--- config.mk ---
export PLATFORM = sky130hd
export DESIGN_NAME = store_write_buffer_flat
export DESIGN_NICKNAME = d
export VERILOG_FILES = /design/src/rtl/mips_mem_pkg.sv /design/src/rtl/store_write_buffer_if.sv /design/src/rtl/swb_forward_match.sv /design/src/rtl/store_write_buffer.sv /design/src/flat_wrapper.sv
export SDC_FILE = /design/constraint.sdc
export NUM_CORES = 1
export LEC_CHECK = 0
export ABC_AREA = 1
export CAP_MARGIN = 40
export CORE_MARGIN = 8
export CORE_UTILIZATION = 53
export DETAILED_ROUTE_END_ITERATION = 12
export PLACE_DENSITY = 0.75
export SYNTH_ARGS = -nofsm -noshare
export SYNTH_HDL_FRONTEND = slang
export SYNTH_SLANG_ARGS = --single-unit
--- constraint.sdc ---
create_clock -name clk -period 4.46 [get_ports clk]
set_input_delay 0.446 -clock clk [delete_from_list [all_inputs] [get_ports clk]]
set_output_delay 0.446 -clock clk [all_outputs]
set_load 0.005 [all_outputs]
--- src/rtl/mips_mem_pkg.sv ---
`default_nettype none
// ============================================================================
// Package     : mips_mem_pkg
// Description : Shared memory-side types and constants for the MEM stage.
// Revision    : 1.0 - initial release
// ============================================================================
package mips_mem_pkg;

    localparam int          c_DATA_WIDTH    = 32;
    localparam logic [31:0] c_DATA_SEG_BASE = 32'h1001_0000;

    typedef struct packed {
        logic [c_DATA_WIDTH-1:0] addr;
        logic [c_DATA_WIDTH-1:0] data;
        logic                    valid;
    } swb_entry_t;

endpackage : mips_mem_pkg
`default_nettype wire

--- src/rtl/store_write_buffer_if.sv ---
`default_nettype none
// ============================================================================
// Interface   : store_write_buffer_if
// Description : MEM-stage and data-memory signals around the store buffer.
// Revision    : 1.0 - initial release
// ============================================================================
interface store_write_buffer_if
    import mips_mem_pkg::*;
#(
    parameter int DATA_WIDTH = c_DATA_WIDTH
);

    logic                  store_valid;
    logic [DATA_WIDTH-1:0] store_addr;
    logic [DATA_WIDTH-1:0] store_data;
    logic                  store_ready;
    logic                  stall;
    logic                  load_req;
    logic [DATA_WIDTH-1:0] load_addr;
    logic [DATA_WIDTH-1:0] load_data;
    logic                  buffer_empty;
    logic                  mem_write;
    logic                  mem_read;
    logic [DATA_WIDTH-1:0] mem_address;
    logic [DATA_WIDTH-1:0] mem_write_data;
    logic [DATA_WIDTH-1:0] mem_read_data;

    // Pipeline and data memory side: drives requests, returns read data.
    modport master (
        output store_valid, store_addr, store_data, load_req, load_addr,
        output mem_read_data,
        input  store_ready, stall, load_data, buffer_empty,
        input  mem_write, mem_read, mem_address, mem_write_data
    );

    // The store buffer itself.
    modport slave (
        input  store_valid, store_addr, store_data, load_req, load_addr,
        input  mem_read_data,
        output store_ready, stall, load_data, buffer_empty,
        output mem_write, mem_read, mem_address, mem_write_data
    );

endinterface : store_write_buffer_if
`default_nettype wire

--- src/rtl/swb_forward_match.sv ---
`default_nettype none
// ============================================================================
// Module      : swb_forward_match
// Description : Word-address match of a load against buffered stores,
//               youngest matching entry wins.
// Revision    : 1.0 - initial release
// ============================================================================
module swb_forward_match
    import mips_mem_pkg::*;
#(
    parameter int DEPTH     = 4,
    parameter int PTR_WIDTH = 2
) (
    input  logic [c_DATA_WIDTH-3:0] i_loadWord,
    input  swb_entry_t              i_entries [DEPTH],
    input  logic [PTR_WIDTH-1:0]    i_head,
    output logic                    o_hit,
    output logic [c_DATA_WIDTH-1:0] o_data
);

    logic [1:0] w_unusedLowBits;

    // Walk oldest to youngest so a later (younger) match overrides.
    always_comb begin
        o_hit           = 1'b0;
        o_data          = '0;
        w_unusedLowBits = '0;
        for (int k = 0; k < DEPTH; k++) begin
            logic [PTR_WIDTH-1:0] w_idx;
            w_idx           = i_head + PTR_WIDTH'(k);
            w_unusedLowBits = w_unusedLowBits ^ i_entries[w_idx].addr[1:0];
            if (i_entries[w_idx].valid &&
                (i_entries[w_idx].addr[c_DATA_WIDTH-1:2] == i_loadWord)) begin
                o_hit  = 1'b1;
                o_data = i_entries[w_idx].data;
            end
        end
    end

endmodule : swb_forward_match
`default_nettype wire

--- src/rtl/store_write_buffer.sv ---
`default_nettype none
// ============================================================================
// Module      : store_write_buffer
// Description : Store FIFO between MEM stage and data memory; drains on
//               load-free cycles and forwards buffered data to loads.
// Revision    : 1.0 - initial release
// ============================================================================
module store_write_buffer
    import mips_mem_pkg::*;
#(
    parameter int DATA_WIDTH = c_DATA_WIDTH,
    parameter int DEPTH      = 4,
    parameter int PTR_WIDTH  = 2
) (
    input  logic          clk,
    input  logic          reset,
    store_write_buffer_if.slave bus
);

    localparam logic [PTR_WIDTH:0] c_FULL_COUNT = DEPTH[PTR_WIDTH:0];

    swb_entry_t             r_entries [DEPTH];
    logic [PTR_WIDTH-1:0]   r_head;
    logic [PTR_WIDTH-1:0]   r_tail;
    logic [PTR_WIDTH:0]     r_count;

    logic                   w_ready;
    logic                   w_enqueue;
    logic                   w_drain;
    logic                   w_hit;
    logic [DATA_WIDTH-1:0]  w_fwdData;
    swb_entry_t             w_headEntry;

    assign w_ready     = (r_count < c_FULL_COUNT);
    assign w_enqueue   = bus.store_valid && w_ready;
    // Reset blocks the drain so discarded stores never reach memory.
    assign w_drain     = !reset && !bus.load_req && (r_count != '0);
    assign w_headEntry = r_entries[r_head];

    swb_forward_match #(
        .DEPTH     (DEPTH),
        .PTR_WIDTH (PTR_WIDTH)
    ) u_forward_match (
        .i_loadWord (bus.load_addr[DATA_WIDTH-1:2]),
        .i_entries  (r_entries),
        .i_head     (r_head),
        .o_hit      (w_hit),
        .o_data     (w_fwdData)
    );

    always_ff @(posedge clk) begin
        if (reset) begin
            r_head  <= '0;
            r_tail  <= '0;
            r_count <= '0;
            for (int i = 0; i < DEPTH; i++) begin
                r_entries[i] <= '0;
            end
        end else begin
            if (w_enqueue) begin
                r_entries[r_tail] <= '{addr: bus.store_addr, data: bus.store_data, valid: 1'b1};
                r_tail            <= r_tail + PTR_WIDTH'(1);
            end
            if (w_drain) begin
                r_entries[r_head].valid <= 1'b0;
                r_head                  <= r_head + PTR_WIDTH'(1);
            end
            case ({w_enqueue, w_drain})
                2'b10:   r_count <= r_count + 1'b1;
                2'b01:   r_count <= r_count - 1'b1;
                default: r_count <= r_count;
            endcase
        end
    end

    assign bus.store_ready  = w_ready;
    assign bus.stall        = bus.store_valid && !w_ready;
    assign bus.buffer_empty = (r_count == '0);
    assign bus.mem_read     = bus.load_req;
    assign bus.mem_write    = w_drain;

    always_comb begin
        bus.mem_address    = '0;
        bus.mem_write_data = '0;
        bus.load_data      = '0;
        if (bus.load_req) begin
            bus.mem_address = bus.load_addr;
            bus.load_data   = w_hit ? w_fwdData : bus.mem_read_data;
        end else if (w_drain) begin
            bus.mem_address    = w_headEntry.addr;
            bus.mem_write_data = w_headEntry.data;
        end
    end

endmodule : store_write_buffer
`default_nettype wire

--- src/flat_wrapper.sv ---
// flat-port wrapper written by rule: the top's interface ports become plain ports
module store_write_buffer_flat import mips_mem_pkg::*;
#(
    parameter int DATA_WIDTH = c_DATA_WIDTH,
    parameter int DEPTH      = 4,
    parameter int PTR_WIDTH  = 2
)
  (clk, reset, bus_store_valid, bus_store_addr, bus_store_data, bus_load_req, bus_load_addr, bus_mem_read_data, bus_store_ready, bus_stall, bus_load_data, bus_buffer_empty, bus_mem_write, bus_mem_read, bus_mem_address, bus_mem_write_data);
  store_write_buffer_if #(.DATA_WIDTH(DATA_WIDTH)) bus_i ();
  input  logic clk;
  input  logic reset;
  input wire logic [$bits(bus_i.store_valid)-1:0] bus_store_valid;
  input wire logic [$bits(bus_i.store_addr)-1:0] bus_store_addr;
  input wire logic [$bits(bus_i.store_data)-1:0] bus_store_data;
  input wire logic [$bits(bus_i.load_req)-1:0] bus_load_req;
  input wire logic [$bits(bus_i.load_addr)-1:0] bus_load_addr;
  input wire logic [$bits(bus_i.mem_read_data)-1:0] bus_mem_read_data;
  output wire logic [$bits(bus_i.store_ready)-1:0] bus_store_ready;
  output wire logic [$bits(bus_i.stall)-1:0] bus_stall;
  output wire logic [$bits(bus_i.load_data)-1:0] bus_load_data;
  output wire logic [$bits(bus_i.buffer_empty)-1:0] bus_buffer_empty;
  output wire logic [$bits(bus_i.mem_write)-1:0] bus_mem_write;
  output wire logic [$bits(bus_i.mem_read)-1:0] bus_mem_read;
  output wire logic [$bits(bus_i.mem_address)-1:0] bus_mem_address;
  output wire logic [$bits(bus_i.mem_write_data)-1:0] bus_mem_write_data;
  assign bus_i.store_valid = bus_store_valid;
  assign bus_i.store_addr = bus_store_addr;
  assign bus_i.store_data = bus_store_data;
  assign bus_i.load_req = bus_load_req;
  assign bus_i.load_addr = bus_load_addr;
  assign bus_i.mem_read_data = bus_mem_read_data;
  assign bus_store_ready = bus_i.store_ready;
  assign bus_stall = bus_i.stall;
  assign bus_load_data = bus_i.load_data;
  assign bus_buffer_empty = bus_i.buffer_empty;
  assign bus_mem_write = bus_i.mem_write;
  assign bus_mem_read = bus_i.mem_read;
  assign bus_mem_address = bus_i.mem_address;
  assign bus_mem_write_data = bus_i.mem_write_data;
  store_write_buffer #(.DATA_WIDTH(DATA_WIDTH), .DEPTH(DEPTH), .PTR_WIDTH(PTR_WIDTH)) u_core (.clk(clk), .reset(reset), .bus(bus_i));
endmodule
==> key figures <==
Global route
  • First-pass GRT wire length: 119 mm
  • GRT Total Usage: 33.2%
  • Largest net degree at the start of global routing: 195
  • Number of global-route vias before repair: 22500
  • Initial antenna violation count: 5
  • Grt ovf: 0

Drt
  • Final WL: 79.4 mm
  • Via count: 24300
  • 1st-iter DRT viols: 3027
  • DRT antenna net count: 0
  • Router iterations before antenna repair: 7
  • Drc violations: 0
  • Wire per inst: 19.6 um
  • Vias per inst: 5.99

Clock tree
  • Clock root buffer: clkbuf_16
  • CTS Buf Count: 31
  • Max clock buf depth: 3
  • Latest clock arrival within the worst-skew pair: 0.60 ns
  • Sink Count: 267
  • H-tree levels: 1
  • CTS tree: yes
  • Clock-pin slew on the worst setup and hold paths: 0.06 ns
  • Hold Buf Count CTS: 0

Synth
  • Adder-cell share of the synthesized area: 0.675%
  • XOR/XNOR Fraction of Synth Area: 0.535%
  • Synth unique cells: 32
  • Syn_area_per_cell: 5.65 sq um
  • Seq/Total Area, Yosys: 27.2%
  • Ys Warns: 0
  • Top_reg_cell synth: dfxtp_1
  • Mapped Nets: 3621
  • Mux share of post-synthesis cell area: 0%
  • Synth Cell Area: 19700 sq um
  • Synth Area in Compound Gates: 18.1%
  • Post-synthesis simple-gate area fraction: 42.2%
  • Ys async rst share: 0%
  • Number of synthesized flops with an enable pin: 0
  • Seq cells post-synth: 267
  • Largest family of logic cells by synthesized area: simple AND/OR/NAND/NOR gates
  • Cells after synthesis: 3479

Floorplanning
  • Num rows: 70
  • Initial Utilization: 53.7%
  • Io pins: 233
  • Die area: 43500 sq um
  • Die Y: 209 um
  • Core Area: 36600 sq um
  • Die span in x: 209 um

Hold path
  • Hold Path Stages: 2
  • Worst Hold Class: primary input to flop

Critical path
  • CP Class: flop to primary output
  • R2R depth: 8
  • Critical path launch point type: flop
  • Worst Path Required: 4.01 ns
  • Stages on worst setup path: 17
  • Setup crit end kind: primary output
  • Crit path max fanout: 11
  • Crit path max-delay family: buffers and inverters
  • CP Data Arrival Time: 3.95 ns
  • Largest stage delay, worst path: 0.51 ns
  • Crit-path most repeated cell: nor2_1
  • Critical path buffers and inverters: 6
  • CP max-delay cell: clkdlybuf4s50_1
  • Worst-path cell chain: inv_4 > ha_4 > buf_4 > clkbuf_16 > nand3_1 > nand2_1 > xor2_2 > nor2_1 > nand3_1 > nor2_1 > nand2_2 > clkinvlp_4 > buf_4 > a21oi_1 > nand2_1 > nor2_1 > clkdlybuf4s50_1

STA
  • Slew Viols, Final: 0
  • Fin. Hold Viols: 0
  • Final worst-path cycle share: 98.5%
  • Max Freq: 228 MHz
  • RSZ-0062 raised after global routing: yes
  • Fin Setup TNS: 0 ns
  • Final period demand of the worst path: 4.39 ns
  • Final setup fails: 0
  • Slew margin rel.: 27.5%
  • Measured slew at the worst slew-check pin: 1.09 ns
  • Max Clock Skew: 0.0333 ns

Power and ir drop
  • Pwr Total: 0.00870 W
  • Peak VDD IR: 314 uV
  • Leak: 9.67 nW
  • PwrDens: 367 nW/um^2

Placement
  • PortBufs: 232
  • Final HPWL DP: 50.4 mm
  • Final GP Congestion: 0.991
  • Area post-placement: 22100 sq um

Cells and area
  • Most frequent cells in the layout: nand2_1, nand3_1, inv_1
  • Design Area, Final: 23700 sq um
  • Post-route core utilization: 64.7%
  • Layout cells sized above 1: 4.61%
  • Area growth from synthesis to layout: 20.5%
  • Net count, final: 3698
  • Commonest non-fill, non-tap cell in the layout: nand2_1

Run
  • Max-cap viol count: 0

Run status
  • Outcome: completed
-- repair_timing --
action | in CTS | in global routing
cloned | 2 | 9
buffers inserted | 2 | 6
gates resized for setup | 10 | 39
pin swaps | 0 | 5
endpoints found under the setup margin | 32 | 32
-- stage by stage --
step,std cells,hold slack [ns],setup slack (ns)
after global placement,3970,0.445,0.424
after CTS,4032,0.383,0.0284
after floorplan,3479,0.434,0.458
after global routing,4050,0.421,-0.0837
final,4051,0.416,0.0654
after detailed placement,3973,0.451,0.386
-- logic make-up after synthesis --
logic type | count (synthesis)
buffers and inverters | 570
XOR/XNOR | 12
AO/OA/AOI/OAI | 629
adder cells (fa/ha/maj) | 10
flip-flops | 267
AND/OR/NAND/NOR | 1991
-- where the power goes --
group,total [W],internal (W),leakage (nW),switching (W)
clock,0.00264,0.00152,0.502,0.00111
combinational,0.00341,0.00116,6.99,0.00225
sequential,0.00266,0.00255,2.17,0.000108
-- final cells by class --
class                           instances  area (sq um)
Timing Repair Buffer                  297          3320
Sequential cell                       267          5350
Multi-Input combinational cell       2642         12200
Fill cell                            3451         12900
Inverter                              317          1210
Antenna cell                            4          10.0
Clock inverter                         15           158
Tap cell                              468           586
Clock buffer                           41           863
-- per-layer routing --
layer	track usage, %	wire (um)	share of wire (%)
met5	0	16	0.020
met4	15.7	3890	4.9
met3	5.40	8130	10
met2	56.9	36700	46
met1	40.2	30700	39
-- cell usage after synthesis, types with 2 or more instances --
cell type / instances / area, sq um
ha_1: 9 / 113
inv_1: 309 / 1160
a21oi_1: 198 / 991
buf_1: 28 / 105
o21ai_1: 13 / 65.1
inv_2: 6 / 22.5
xor2_1: 12 / 105
a211oi_1: 135 / 1010
nand3_1: 489 / 2450
a221oi_1: 3 / 26.3
o21ai_0: 241 / 1210
a32o_1: 2 / 20.0
clkinv_1: 2 / 7.51
nand4_1: 41 / 257
nor2_1: 297 / 1110
clkbuf_1: 159 / 597
buf_2: 65 / 325
nand2_1: 1128 / 4230
nor2_4: 2 / 22.5
or2_2: 15 / 93.8
or2_1: 16 / 100
nor3_1: 2 / 10.0
dfxtp_1: 267 / 5350
o22ai_1: 32 / 200
-- worst paths after layout --
kind | slack [ns] | startpoint | endpoint
worst max-delay path | 0.07 | u_core.r_head[0]$_SDFFE_PP0P_ | bus_load_data[22]
worst min-delay path | 0.42 | reset | flop
worst max register to register | 1.81 | u_core.r_count[2]$_SDFFE_PP0P_ | flop
worst min register to register | 0.46 | flop | flop
Note: power is estimated with default switching activity, not from simulation.
